`src/rtl/mau_arbiter.sv`:
```
// mau_arbiter: round-robin arbiter that serialises NREQ requesters onto a
// single four-phase req/ack handshake with the MDL accounting unit (MAU).
// Each transaction latches the winner's payload, waits for the ack edge,
// waits for the ack to drop, then pulses done to the owner. Both handshake
// phases have a bounded wait.
module mau_arbiter #(
  parameter int NREQ    = 4,
  parameter int TIMEOUT = 15
) (
  input  logic               clk,
  input  logic               rst,
  input  logic [NREQ-1:0]    req,
  input  logic [NREQ*6-1:0]  req_module_id,
  input  logic [NREQ*32-1:0] req_module_size,
  input  logic [NREQ-1:0]    req_consistent,
  output logic [NREQ-1:0]    done,
  output logic [31:0]        resp_cost,
  output logic               resp_err,
  output logic               mau_req,
  output logic [5:0]         mau_module_id,
  output logic [31:0]        mau_module_size,
  output logic               mau_consistent,
  input  logic [31:0]        mau_cost,
  input  logic               mau_ack,
  input  logic               mau_error,
  output logic               busy,
  output logic [2:0]         owner,
  output logic               timeout_flag,
  output logic [31:0]        served_count
);

  localparam int WW = $clog2(TIMEOUT + 1);

  typedef enum logic [1:0] {IDLE, ISSUE, RELEASE, DONE} state_t;

  state_t        state_reg, state_next;
  logic [2:0]    owner_reg, owner_next;
  logic [2:0]    rr_ptr_reg, rr_ptr_next;
  logic [WW-1:0] wait_reg, wait_next, wait_inc;
  logic [31:0]   cost_reg, cost_next;
  logic          err_reg, err_next;
  logic          tflag_reg, tflag_next;
  logic [31:0]   served_reg, served_next;
  logic [5:0]    id_reg, id_next;
  logic [31:0]   size_reg, size_next;
  logic          cons_reg, cons_next;

  // Arbitration signals
  logic [NREQ-1:0] req_rot;
  logic [2:0]      pos;
  logic [3:0]      grant_sum;
  logic [2:0]      grant_idx;
  logic            grant_valid;
  logic [NREQ-1:0] grant_oh;
  logic [3:0]      owner_inc;
  logic [2:0]      rr_wrap;

  // Payload select signals
  logic [5:0]      id_masked   [NREQ];
  logic [31:0]     size_masked [NREQ];
  logic [NREQ-1:0] cons_masked;
  logic [5:0]      sel_id;
  logic [31:0]     sel_size;
  logic            sel_cons;

  // Rotate requests so bit 0 corresponds to the requester at rr_ptr.
  assign req_rot     = NREQ'({req, req} >> rr_ptr_reg);
  assign grant_valid = |req;

  // Lowest set bit of the rotated vector is the first requester at/after rr_ptr.
  always_comb begin
    pos = '0;
    for (int i = NREQ - 1; i >= 0; i--) begin
      if (req_rot[i]) pos = 3'(i);
    end
  end

  // Map the rotated position back to a requester index, modulo NREQ.
  always_comb begin
    grant_sum = {1'b0, rr_ptr_reg} + {1'b0, pos};
    if (grant_sum >= 4'(NREQ)) grant_sum = grant_sum - 4'(NREQ);
  end
  assign grant_idx = 3'(grant_sum);

  // Next round-robin pointer: one past the owner, wrapping at NREQ.
  assign owner_inc = {1'b0, owner_reg} + 4'd1;
  assign rr_wrap   = (owner_inc >= 4'(NREQ)) ? 3'd0 : 3'(owner_inc);

  assign wait_inc = wait_reg + WW'(1);

  // Per-requester one-hot grant, masked payload and done decode.
  generate
    for (genvar gi = 0; gi < NREQ; gi++) begin : g_req
      assign grant_oh[gi]    = grant_valid && (grant_idx == 3'(gi));
      assign id_masked[gi]   = grant_oh[gi] ? req_module_id[6*gi +: 6] : 6'd0;
      assign size_masked[gi] = grant_oh[gi] ? req_module_size[32*gi +: 32] : 32'd0;
      assign cons_masked[gi] = grant_oh[gi] & req_consistent[gi];
      assign done[gi]        = (state_reg == DONE) && (owner_reg == 3'(gi));
    end
  endgenerate

  // OR-combine the masked payloads; at most one slice is non-zero.
  always_comb begin
    sel_id   = '0;
    sel_size = '0;
    for (int i = 0; i < NREQ; i++) begin
      sel_id   = sel_id | id_masked[i];
      sel_size = sel_size | size_masked[i];
    end
    sel_cons = |cons_masked;
  end

  // Next-state and datapath updates for the handshake FSM.
  always_comb begin
    state_next  = state_reg;
    owner_next  = owner_reg;
    rr_ptr_next = rr_ptr_reg;
    wait_next   = wait_reg;
    cost_next   = cost_reg;
    err_next    = err_reg;
    tflag_next  = tflag_reg;
    served_next = served_reg;
    id_next     = id_reg;
    size_next   = size_reg;
    cons_next   = cons_reg;
    case (state_reg)
      IDLE: begin
        if (grant_valid) begin
          state_next = ISSUE;
          owner_next = grant_idx;
          id_next    = sel_id;
          size_next  = sel_size;
          cons_next  = sel_cons;
          wait_next  = '0;
        end
      end
      ISSUE: begin
        if (mau_ack) begin
          // A real ack wins over a timeout landing on the same cycle.
          cost_next  = mau_cost;
          err_next   = mau_error;
          wait_next  = '0;
          state_next = RELEASE;
        end else if (wait_inc == WW'(TIMEOUT)) begin
          cost_next  = 32'hFFFF_FFFF;
          err_next   = 1'b1;
          tflag_next = 1'b1;
          wait_next  = wait_inc;
          state_next = DONE;
        end else begin
          wait_next = wait_inc;
        end
      end
      RELEASE: begin
        if (!mau_ack) begin
          state_next = DONE;
        end else if (wait_inc == WW'(TIMEOUT)) begin
          // Keep the captured response; only flag the stuck ack.
          tflag_next = 1'b1;
          wait_next  = wait_inc;
          state_next = DONE;
        end else begin
          wait_next = wait_inc;
        end
      end
      DONE: begin
        served_next = served_reg + 32'd1;
        rr_ptr_next = rr_wrap;
        state_next  = IDLE;
      end
      default: state_next = IDLE;
    endcase
  end

  // State and datapath registers with synchronous reset.
  always_ff @(posedge clk) begin
    if (rst) begin
      state_reg  <= IDLE;
      owner_reg  <= '0;
      rr_ptr_reg <= '0;
      wait_reg   <= '0;
      cost_reg   <= '0;
      err_reg    <= 1'b0;
      tflag_reg  <= 1'b0;
      served_reg <= '0;
      id_reg     <= '0;
      size_reg   <= '0;
      cons_reg   <= 1'b0;
    end else begin
      state_reg  <= state_next;
      owner_reg  <= owner_next;
      rr_ptr_reg <= rr_ptr_next;
      wait_reg   <= wait_next;
      cost_reg   <= cost_next;
      err_reg    <= err_next;
      tflag_reg  <= tflag_next;
      served_reg <= served_next;
      id_reg     <= id_next;
      size_reg   <= size_next;
      cons_reg   <= cons_next;
    end
  end

  assign mau_req         = (state_reg == ISSUE);
  assign busy            = (state_reg != IDLE);
  assign owner           = owner_reg;
  assign resp_cost       = cost_reg;
  assign resp_err        = err_reg;
  assign timeout_flag    = tflag_reg;
  assign served_count    = served_reg;
  assign mau_module_id   = id_reg;
  assign mau_module_size = size_reg;
  assign mau_consistent  = cons_reg;

endmodule
```
`config.mk`:
```
export PLATFORM = sky130hd
export DESIGN_NAME = mau_arbiter
export DESIGN_NICKNAME = d
export VERILOG_FILES = /design/src/rtl/mau_arbiter.sv
export SDC_FILE = /design/constraint.sdc
export NUM_CORES = 1
export LEC_CHECK = 0
export ABC_AREA = 1
export BUFFER_PORTS_ARGS = -buffer_cell sky130_fd_sc_hd__buf_2
export CORE_MARGIN = 8
export CORE_UTILIZATION = 48
export CTS_BUF_LIST = sky130_fd_sc_hd__clkbuf_16
export CTS_CLUSTER_DIAMETER = 120
export DETAILED_ROUTE_END_ITERATION = 8
export GPL_ROUTABILITY_DRIVEN = 0
export GPL_TIMING_DRIVEN = 1
export PLACE_DENSITY = 0.87
export SETUP_SLACK_MARGIN = 0.05
export SYNTH_ARGS = -nofsm -noshare
export SYNTH_HDL_FRONTEND = slang
export SYNTH_SLANG_ARGS = --single-unit
```
`constraint.sdc`:
```
create_clock -name clk -period 3.7 [get_ports clk]
set_input_delay 0.37 -clock clk [delete_from_list [all_inputs] [get_ports clk]]
set_output_delay 0.37 -clock clk [all_outputs]
set_load 0.01 [all_outputs]
```
==> summary.md, run 1 <==
| Metric | Value |
|---|---|
| Status | `finished, final reports clean` |
| Detailed Route WL | `25,500 um` |
| CP Data Required Time | `4.01 ns` |
| Layout area overhead | `31.9%` |
| Crit Path Class | `reg2reg` |
| CP Buf/Inv Count | `2` |
| Worst Setup End Kind | `register` |
| Maximum clock frequency | `303 MHz` |
| Top cell family by delay on the critical path | `simple AND/OR/NAND/NOR gates` |
| Width of the die | `136 um` |
| Final Hold Fails | `0` |
| Port-buffer cells | `309` |
| Die Ht | `136 um` |
| Post-CTS Setup Inserts | `0` |
| All-Layer GR Usage | `0.266` |
| Combinational share of power | `0.189` |
| Htree depth | `4` |
| Hold Crit Depth | `5` |
| GR Overflow Total | `0` |
| CP Launch Type | `register` |
| Most frequent CP cell | `nor2_1` |
| Final Non-Filler Cells | `1,533` |
| Power Total | `0.00386 W` |
| Clk sink count | `117` |
| Worst-path clk slew | `0.06 ns` |
| Worst Path Max Fanout | `19` |
| Pint | `0.00277 W` |
| ANT nets after route | `0` |
| Minimum clock period | `3.30 ns` |
| Share of layout cells above drive strength 1 | `0.285` |
| CP arrival | `3.60 ns` |
| Leak | `4.63 nW` |
| TritonCTS buffer count | `17` |
| FF/Latch Area | `0.00234 mm^2` |
| Iter 0 DRT Violations | `573` |
| CTS max path bufs | `2` |
| TritonCTS clock tree | `built` |
| Reg2reg setup slack | `0.40 ns` |
| Std-Cell Rows | `44` |
| Crit-path cells | `nand3_1 -> o21ai_0 -> nand2_1 -> nand2_1 -> nand3_1 -> a21boi_0 -> ha_1 -> inv_1 -> fa_1 -> nor2_1 -> o21ai_4 -> buf_4 -> nand3_2 -> o21ai_0 -> nor2_1 -> nor2_1` |
| Starting Density | `0.482` |
| Tcrit/Tclk final | `0.891` |
| Sw Ratio | `0.283` |
| Fraction of power consumed by sequential logic | `0.366` |
| Setup TNS | `0 ns` |
| Reg2reg path depth | `16` |
| Top cell type's share of synthesized area | `0.339` |
| Power share of the clock group | `0.446` |
| Sw power | `0.00109 W` |
| Number of global-route vias before repair | `8,168` |
| DRC Markers | `0` |
| Pin count of the biggest net entering global routing | `81` |
| R2r endpoint | `mau_module_id[3]` |
| Synth cell types | `36` |
| Max Slew Vio Count | `0` |
| Most area-hungry cell type in the Yosys netlist | `dfxtp_1` |
| Vias | `8,445` |
| Syn nets | `1,266` |
| Clk root buf | `clkbuf_16` |
| Flop and latch count out of synthesis | `117` |
| Syn. warnings | `0` |
| CP Depth | `16` |
| Dpl cells | `1,493` |
| Hold Path End | `resp_cost[5]` |
| Multi-input gate area | `0.00372 mm^2` |
| Startpoint of the worst hold path | `mau_cost[5]` |
| Register area share after synthesis | `0.339` |
| Drt first pass iters | `7` |
| Clk_skew | `0.0114 ns` |
| Syn Inst Count | `1,054` |
| Die ar. | `0.0185 mm^2` |
| Crit path max-delay cell type | `dfxtp_1` |
| Vias per inst | `5.51` |
| First-pass GRT wire length | `39,600 um` |
| Worst Tran Pin Value | `1.09 ns` |
| Dominant cells by area after synthesis | `dfxtp_1 (34%), nand4_1 (12%), nor2_1 (11%), o21ai_0 (8.3%), inv_1 (7.4%)` |
| Peak supply drop | `308 uV` |
| Max_slew headroom | `0.272` |
| Setup violators final | `0` |
| WL per Instance | `16.6 um` |
| Critical path's largest stage delay | `0.49 ns` |
| # fillers | `1,275` |
| Initial antenna violation count | `7` |
| Power density cells | `424 mW/mm^2` |
| Worst-skew pair later-pin latency | `0.42 ns` |
| Avg Cell Area, Syn | `6.55 um^2` |
| # IOs | `310` |
| Reg2reg start | `rr_ptr_reg[0]` |
| Detailed placer's ending HPWL | `18,900 um` |
| Nets@finish | `1,541` |
| Synth Cell Area | `0.00691 mm^2` |
| Unrepaired setup endpoints after global routing | `false` |
| Max-cap violations | `0` |
| Worst hold path type | `in2reg` |
| Core area | `0.0143 mm^2` |
area by class of cell:
type                            count  area share
Timing Repair Buffer              323       0.181
Inverter                          141      0.0581
Antenna cell                        7     0.00192
Multi-Input combinational cell    729       0.409
Sequential cell                   117       0.257
Clock buffer                       17      0.0467
Tap cell                          184      0.0253
Clock inverter                     15      0.0207
routing by layer:
layer | track usage | wire length, um
met5 | 0 | 0
met4 | 0.165 | 1340
met3 | 0.0735 | 2270
met2 | 0.444 | 12300
met1 | 0.296 | 9530
cells by family (layout without fill, tap and decap cells):
| family | count (synthesis) | in the layout | synth area share |
|---|---|---|---|
| other | 0 | 7 | 0 |
| adder cells (fa/ha/maj) | 16 | 16 | 0.0301 |
| buffers and inverters | 209 | 496 | 0.124 |
| XOR/XNOR | 7 | 7 | 0.00888 |
| AND/OR/NAND/NOR | 538 | 538 | 0.372 |
| multiplexers | 1 | 1 | 0.00145 |
| flip-flops | 117 | 117 | 0.339 |
| AO/OA/AOI/OAI | 166 | 167 | 0.124 |
stage by stage:
stage / cell area (um^2) / worst slack (ns) / hold WS (ns) / utilization
detailed placement: 8470 / 0.423 / 0.458 / 0.592
floorplan: 6910 / 1.12 / 0.458 / -
global placement: 8470 / 0.526 / 0.448 / 0.592
CTS: 9080 / 0.404 / 0.264 / 0.635
finish: 9110 / 0.403 / 0.276 / 0.636
global route: 9110 / 0.0108 / 0.279 / 0.636
synth_stat cells:
library cell  instances
nor2_1              208
inv_1               136
nand4_1             127
dfxtp_1             117
o21ai_0             115
nand2_1              94
nand3_1              71
buf_2                31
clkbuf_1             28
a21oi_1              25
o21ai_1              18
ha_1                 15
nor3_1               12
buf_4                 7
nor2_2                7
nand3_2               5
xor2_1                5
inv_2                 4
nor2_4                4
nand2_2               3
nor3_2                3
a31oi_1               2
nor3b_2               2
o21a_1                2
xnor2_1               2
a21boi_0              1
a22oi_1               1
buf_1                 1
buf_6                 1
clkinv_1              1
fa_1                  1
mux2i_1               1
nand3b_1              1
o211ai_1              1
o21ai_4               1
or2_1                 1
power by group through the flow:
stage	registers, W	clock network (W)	logic (W)
after CTS	0.00141	0.00173	0.000726
after global routing	0.00142	0.00179	0.000807
final	0.00141	0.00172	0.000728
after global placement	0.00143	0	0.000707
after detailed placement	0.00143	0	0.000723
after floorplan	0.00147	0	0.000368
what timing repair did:
action                                  4_1_cts  5_1_grt
endpoints found under the hold margin         0        0
hold buffers                                  0        0
gates resized for setup                       0        0
endpoints found under the setup margin        0        3
placed cells by master (no fill, tap or decap), drive strengths merged, types with 5 or more instances in the layout:
cell type,count
inv,141
a21oi,25
nor3,15
clkinv,8
ha,15
nand4,127
dfxtp,117
nor2,219
diode,7
clkbuf,17
buf,323
nand3,76
nand2,97
xor2,5
o21ai,135
tightest hold or removal path: stages:
cell and delay, ns:
buf_2 0.07, nor2_1 0.03, nor2_1 0.06, o21ai_0 0.08, inv_1 0.05
how the worst max path moves through the flow:
stage / from / endpoint / slack [ns]
floorplan: rr_ptr_reg[0] / mau_module_size[15] / 1.12
global placement: req[1] / mau_module_size[8] / 0.53
detailed placement: req[1] / mau_module_id[5] / 0.42
CTS: rr_ptr_reg[0] / mau_module_size[31] / 0.40
global route: rr_ptr_reg[0] / mau_module_id[3] / 0.01
finish: rr_ptr_reg[0] / mau_module_id[3] / 0.40
Note: power is estimated with default switching activity, not from simulation.
==> run 2, diff against run 1 <==
- ABC_AREA: 1 -> default
- CORE_UTILIZATION: 48 -> 47
- PLACE_DENSITY: 0.87 -> 0.88
- SLEW_MARGIN: default -> 20
==> summary.md, run 2 <==
| Metric | Value |
|---|---|
| Status | `finished, final reports clean` |
| Final Non-Filler Cells | `1,272` |
| Power density cells | `479 mW/mm^2` |
| TritonCTS clock tree | `built` |
| Worst Path Max Fanout | `19` |
| Startpoint of the worst hold path | `req_module_id[15]` |
| Commonest non-fill, non-tap cell in the layout | `buf_2` |
| Iter 0 DRT Violations | `493` |
| DRC Markers | `0` |
| Detailed Route WL | `21,800 um` |
| Number of synthesized flops with an enable pin | `0` |
| TritonCTS buffer count | `17` |
| Most frequent cells in the layout | `buf_2 (308), nor2_1 (170), dfxtp_1 (117)` |
| Unrepaired setup endpoints after global routing | `false` |
| Width of the die | `132 um` |
| Reg2reg setup slack | `0.29 ns` |
| Leak | `4.03 nW` |
| Final Hold Fails | `0` |
| Layout area overhead | `35.7%` |
| Reg2reg start | `rr_ptr_reg[0]` |
| Power Total | `0.00410 W` |
| Final core utilization | `0.648` |
| Number of global-route vias before repair | `6,950` |
| Max-cap violations | `0` |
| Avg Cell Area, Syn | `7.92 um^2` |
| DP Area | `0.00797 mm^2` |
| Worst hold path type | `in2reg` |
| Setup violators final | `0` |
| Reg2reg path depth | `13` |
| Clk_skew | `0.00716 ns` |
| Critical path's largest stage delay | `0.66 ns` |
| Synth Cell Area | `0.00630 mm^2` |
| Synth cell types | `41` |
| CP arrival | `3.74 ns` |
| Worst Tran Pin Value | `1.03 ns` |
| Top cell family by delay on the critical path | `simple AND/OR/NAND/NOR gates` |
| Share of layout cells above drive strength 1 | `0.358` |
| Std-Cell Rows | `42` |
| Flop and latch count out of synthesis | `117` |
| CP Data Required Time | `4.03 ns` |
| Cell area after layout | `0.00855 mm^2` |
| Top cell type's share of synthesized area | `0.372` |
| Nets@finish | `1,293` |
| Clk sink count | `117` |
| Most frequent CP cell | `a21oi_1` |
| Pin count of the biggest net entering global routing | `83` |
| Register area share after synthesis | `0.372` |
| Dpl cells | `1,238` |
| # IOs | `310` |
| Most area-hungry cell type in the Yosys netlist | `dfxtp_1` |
| Tcrit/Tclk final | `0.923` |
| Vias | `6,931` |
| Peak supply drop | `299 uV` |
| Hold Crit Depth | `3` |
| Worst-skew pair later-pin latency | `0.41 ns` |
| Most frequent cell after synthesis | `nor2_1` |
| Syn Inst Count | `795` |
| Most frequent cells after synthesis | `nor2_1 (171), dfxtp_1 (117), o21ai_0 (62), nand2_1 (59), a21oi_1 (56)` |
| First-pass GRT wire length | `34,900 um` |
| Die ar. | `0.0174 mm^2` |
| Most used DFF post-synth | `dfxtp_1` |
| Detailed placer's ending HPWL | `16,200 um` |
| CP Launch Type | `register` |
| Max_slew headroom | `0.311` |
| Clk root buf | `clkbuf_16` |
| All-Layer GR Usage | `0.243` |
| Maximum clock frequency | `293 MHz` |
| GR Overflow Total | `0` |
| Hold_buf cts | `0` |
| Worst-path clk slew | `0.05 ns` |
| Hold Path End | `mau_module_id[3]` |
| Vias per inst | `5.45` |
| Port-buffer cells | `309` |
| Crit Path Class | `reg2reg` |
| Max Slew Vio Count | `0` |
| Post-CTS sizing | `0` |
| Crit-path cells | `nor2b_1 -> a21oi_1 -> nand3_1 -> a21oi_1 -> a31o_2 -> ha_1 -> inv_1 -> fa_2 -> and2_1 -> nand2_1 -> o21ai_0 -> a221oi_1 -> nor3_1` |
| Die Ht | `132 um` |
| ANT nets after route | `0` |
| WL per Instance | `17.1 um` |
| CP Buf/Inv Count | `1` |
| Syn. warnings | `0` |
| Core area | `0.0132 mm^2` |
| Syn nets | `1,007` |
| Starting Density | `0.478` |
| Minimum clock period | `3.41 ns` |
| Setup TNS | `0 ns` |
| Dominant cells by area after synthesis | `dfxtp_1 (37%), nor2_1 (10%), o21ai_0 (4.9%), a21oi_1 (4.4%), nand2_1 (3.5%)` |
| CP Depth | `13` |
| R2r endpoint | `mau_module_size[3]` |
| Asr flop ratio synth | `0` |
| Worst Setup End Kind | `register` |
| Post-CTS Setup Inserts | `0` |
| Drt first pass iters | `5` |
| CTS max path bufs | `2` |
| Initial antenna violation count | `2` |
| Htree depth | `4` |
| Crit path max-delay cell type | `and2_1` |
-- run 2: changes by cell type in the layout (fill, tap and decap cells not counted), moves of 18 or more --
| cell | previous run | this run |
|---|---|---|
| nand2_1 | 94 | 59 |
| o21ai_0 | 115 | 62 |
| a211oi_1 | 0 | 19 |
| xnor2_1 | 2 | 22 |
| nand4_1 | 127 | 4 |
| inv_1 | 136 | 24 |
| a21oi_1 | 25 | 56 |
| nor2_1 | 207 | 170 |
| a221oi_1 | 0 | 24 |
| o21ai_1 | 18 | 0 |
| mux2i_1 | 1 | 22 |
| nand3_1 | 71 | 19 |
-- run 2: worst max path at each step --
stage | from | end | slack [ns]
CTS | rr_ptr_reg[0] | mau_module_size[3] | 0.39
global placement | req[0] | mau_module_id[0] | 0.49
global route | rr_ptr_reg[0] | mau_module_id[5] | 0.06
detailed placement | req[0] | mau_module_size[3] | 0.35
floorplan | rr_ptr_reg[0] | mau_module_id[1] | 0.45
finish | rr_ptr_reg[0] | mau_module_size[3] | 0.29
-- run 2: per-layer routing --
| layer | part of all wire | track usage | vias to the layer above |
|---|---|---|---|
| met5 | 0 | 0 | - |
| met1 | 0.38 | 0.268 | 3220 |
| met3 | 0.096 | 0.0983 | 35 |
| met4 | 0.020 | 0.0823 | 0 |
| met2 | 0.50 | 0.417 | 311 |
| li1 | - | - | 3365 |
-- run 2: cell families after synthesis --
kind of cell,synth area share
simple gates,0.238
fa+ha+maj,0.0330
mux,0.0832
compound gates,0.188
buf+inv,0.0497
xor+xnor,0.0362
flops,0.372
-- run 2: final cells by class --
cell class	instances	area, um^2
antenna	2	5.00
clock buffer	17	425
clock inverter	15	149
fill	1126	4640
inverter	20	75.1
multi-input combinational	601	3660
sequential	117	2340
tap	176	220
timing repair buffer	324	1670
-- run 2: power breakdown --
part | switching [W] | total [W] | internal [W] | leakage [nW]
clock | 0.000566 | 0.00160 | 0.00104 | 0.296
sequential | 0.0000806 | 0.00148 | 0.00140 | 0.957
combinational | 0.000589 | 0.00102 | 0.000428 | 2.78
-- run 2: worst register-to-register path: stages, from the launching register on --
cell	delay [ns]
dfxtp_1	0.51
nor2b_1	0.11
a21oi_1	0.22
nand3_1	0.10
a21oi_1	0.17
a31o_2	0.13
ha_1	0.15
inv_1	0.06
fa_2	0.65
and2_1	0.67
nand2_1	0.12
o21ai_0	0.11
a221oi_1	0.11
nor3_1	0.23
-- run 2: metrics by stage --
stage / setup WS (ns) / hold slack, ns
finish: 0.286 / 0.213
global route: 0.0563 / 0.221
CTS: 0.385 / 0.197
detailed placement: 0.350 / 0.450
global placement: 0.490 / 0.438
floorplan: 0.455 / 0.471
==> run 3, diff against run 2 <==
- CORE_UTILIZATION: 47 -> 26
- GPL_ROUTABILITY_DRIVEN: 0 -> default
- PLACE_DENSITY: 0.88 -> 0.56
==> summary.md, run 3 (synthesis gave the netlist of run 2 again) <==
| Metric | Value |
|---|---|
| Startpoint of the worst hold path | `req_module_id[15]` |
| Power share of the clock group | `0.404` |
| Number of global-route vias before repair | `6,688` |
| Maximum clock frequency | `305 MHz` |
| Tcrit/Tclk final | `0.886` |
| GR Overflow Total | `0` |
| Pint | `0.00293 W` |
| Std-Cell Rows | `57` |
| Minimum clock period | `3.28 ns` |
| CP Launch Type | `register` |
| Clk sink count | `117` |
| Worst Setup End Kind | `register` |
| Detailed Route WL | `23,600 um` |
| # IOs | `310` |
| Status | `finished, final reports clean` |
| Die Ht | `172 um` |
| All-Layer GR Usage | `0.157` |
| Worst Tran Pin Value | `0.810 ns` |
| Sw power | `0.00128 W` |
| Worst-skew pair later-pin latency | `0.41 ns` |
| Commonest non-fill, non-tap cell in the layout | `buf_2` |
| DRC Markers | `0` |
| Vias | `6,779` |
| Leak | `4.05 nW` |
| Vias per inst | `4.77` |
| CTS max path bufs | `2` |
| Sw Ratio | `0.304` |
| Most frequent cells in the layout | `buf_2 (308), nor2_1 (170), dfxtp_1 (117)` |
| WL per Instance | `16.6 um` |
| Worst hold path type | `in2reg` |
| Worst Path Max Fanout | `19` |
| CP Data Required Time | `4.04 ns` |
| Worst slack, placed | `0.140 ns` |
| Setup violators final | `0` |
| Drt first pass iters | `4` |
| Setup TNS | `0 ns` |
| ANT nets after route | `0` |
| Diode count | `0` |
| Peak supply drop | `245 uV` |
| Clk root buf | `clkbuf_16` |
| Share of layout cells above drive strength 1 | `0.360` |
| Max-cap violations | `0` |
| Detailed placer's ending HPWL | `17,700 um` |
| Port-buffer cells | `309` |
| Clk_skew | `0.00965 ns` |
| Layout area overhead | `39.6%` |
| Starting Density | `0.262` |
| TritonCTS clock tree | `built` |
| Power density cells | `479 mW/mm^2` |
| CP startpoint | `rr_ptr_reg[0]` |
| Die ar. | `0.0295 mm^2` |
| Combinational share of power | `0.245` |
| Core area | `0.0240 mm^2` |
| TritonCTS buffer count | `17` |
| Pin count of the biggest net entering global routing | `71` |
| Initial antenna violation count | `0` |
| Hold_buf cts | `0` |
| Iter 0 DRT Violations | `432` |
| Fraction of power consumed by sequential logic | `0.351` |
| CP arrival | `3.61 ns` |
| Crit Path Class | `reg2reg` |
| First-pass GRT wire length | `36,600 um` |
| Htree depth | `4` |
| Final Wtd Congestion | `0.820` |
| Max_slew headroom | `0.460` |
| Worst-path clk slew | `0.06 ns` |
| Final setup margin | `0.421 ns` |
| Nets@finish | `1,298` |
| Final Hold Fails | `0` |
| Max Slew Vio Count | `0` |
| Width of the die | `172 um` |
| Unrepaired setup endpoints after global routing | `false` |
| Reg2reg start | `rr_ptr_reg[0]` |
## run 3: cell types whose count changed in the layout (fill, tap and decap cells not counted)
cell       change
nor3b_4        +1
buf_4          +5
diode_2        -2
inv_1          -3
clkinv_2       -3
clkinv_1       +4
nor3b_2        -1
bufinv_16      +1
## run 3: per-layer routing
| layer | wire length [um] | global-route usage |
|---|---|---|
| met1 | 10100 | 0.187 |
| met2 | 11400 | 0.262 |
| met3 | 1700 | 0.0510 |
| met4 | 450 | 0.0514 |
| met5 | 0 | 0 |
## run 3: cell type report
cell class                 count  area, um^2
clock buffer                  17         425
clock inverter                14         168
tap                          324         405
fill                        2551       15200
multi-input combinational    601        3660
sequential                   117        2340
timing repair buffer         329        1710
inverter                      20        75.1
## run 3: through the flow
stage | area [um^2] | power, W | hold WS (ns) | util | std cells
finish | 8790 | 0.00421 | 0.195 | 0.366 | 1422
global route | 8790 | 0.00446 | 0.201 | 0.366 | 1422
CTS | 8750 | 0.00427 | 0.180 | 0.364 | 1419
detailed placement | 8160 | 0.00254 | 0.446 | 0.339 | 1388
global placement | 8160 | 0.00254 | 0.441 | 0.339 | 1388
floorplan | 6300 | 0.00211 | 0.471 | - | 795
## run 3: what timing repair did
| item | 4_1_cts | 5_1_grt |
|---|---|---|
| buffers inserted | 0 | 3 |
| setup endpoints to repair | 0 | 16 |
| resized for setup | 0 | 1 |
## run 3: power by group through the flow
| stage | Sequential (W) | Combinational, W | Clock (W) |
|---|---|---|---|
| global placement | 0.00150 | 0.00104 | 0 |
| finish | 0.00148 | 0.00103 | 0.00170 |
| floorplan | 0.00156 | 0.000550 | 0 |
| CTS | 0.00148 | 0.00105 | 0.00175 |
| detailed placement | 0.00150 | 0.00104 | 0 |
| global route | 0.00150 | 0.00115 | 0.00181 |
## run 3: path summary, 6_finish.rpt
path,slack (ns),to,cells after the start
setup reg to reg,0.42,mau_module_size[10],13
hold reg to reg,0.46,mau_consistent,2
setup / recovery,0.42,mau_module_size[10],13
hold / removal,0.20,mau_module_id[3],3
## run 3: critical path, stage by stage, from the launching register on
cell      delay (ns)
dfxtp_1         0.48
nor2b_1         0.10
a21oi_1         0.21
nand3_1         0.10
a21oi_1         0.15
a31o_2          0.12
ha_1            0.16
inv_1           0.06
fa_2            0.60
and2_1          0.67
nand2_1         0.13
o21ai_0         0.11
a221oi_1        0.10
nor3_1          0.20
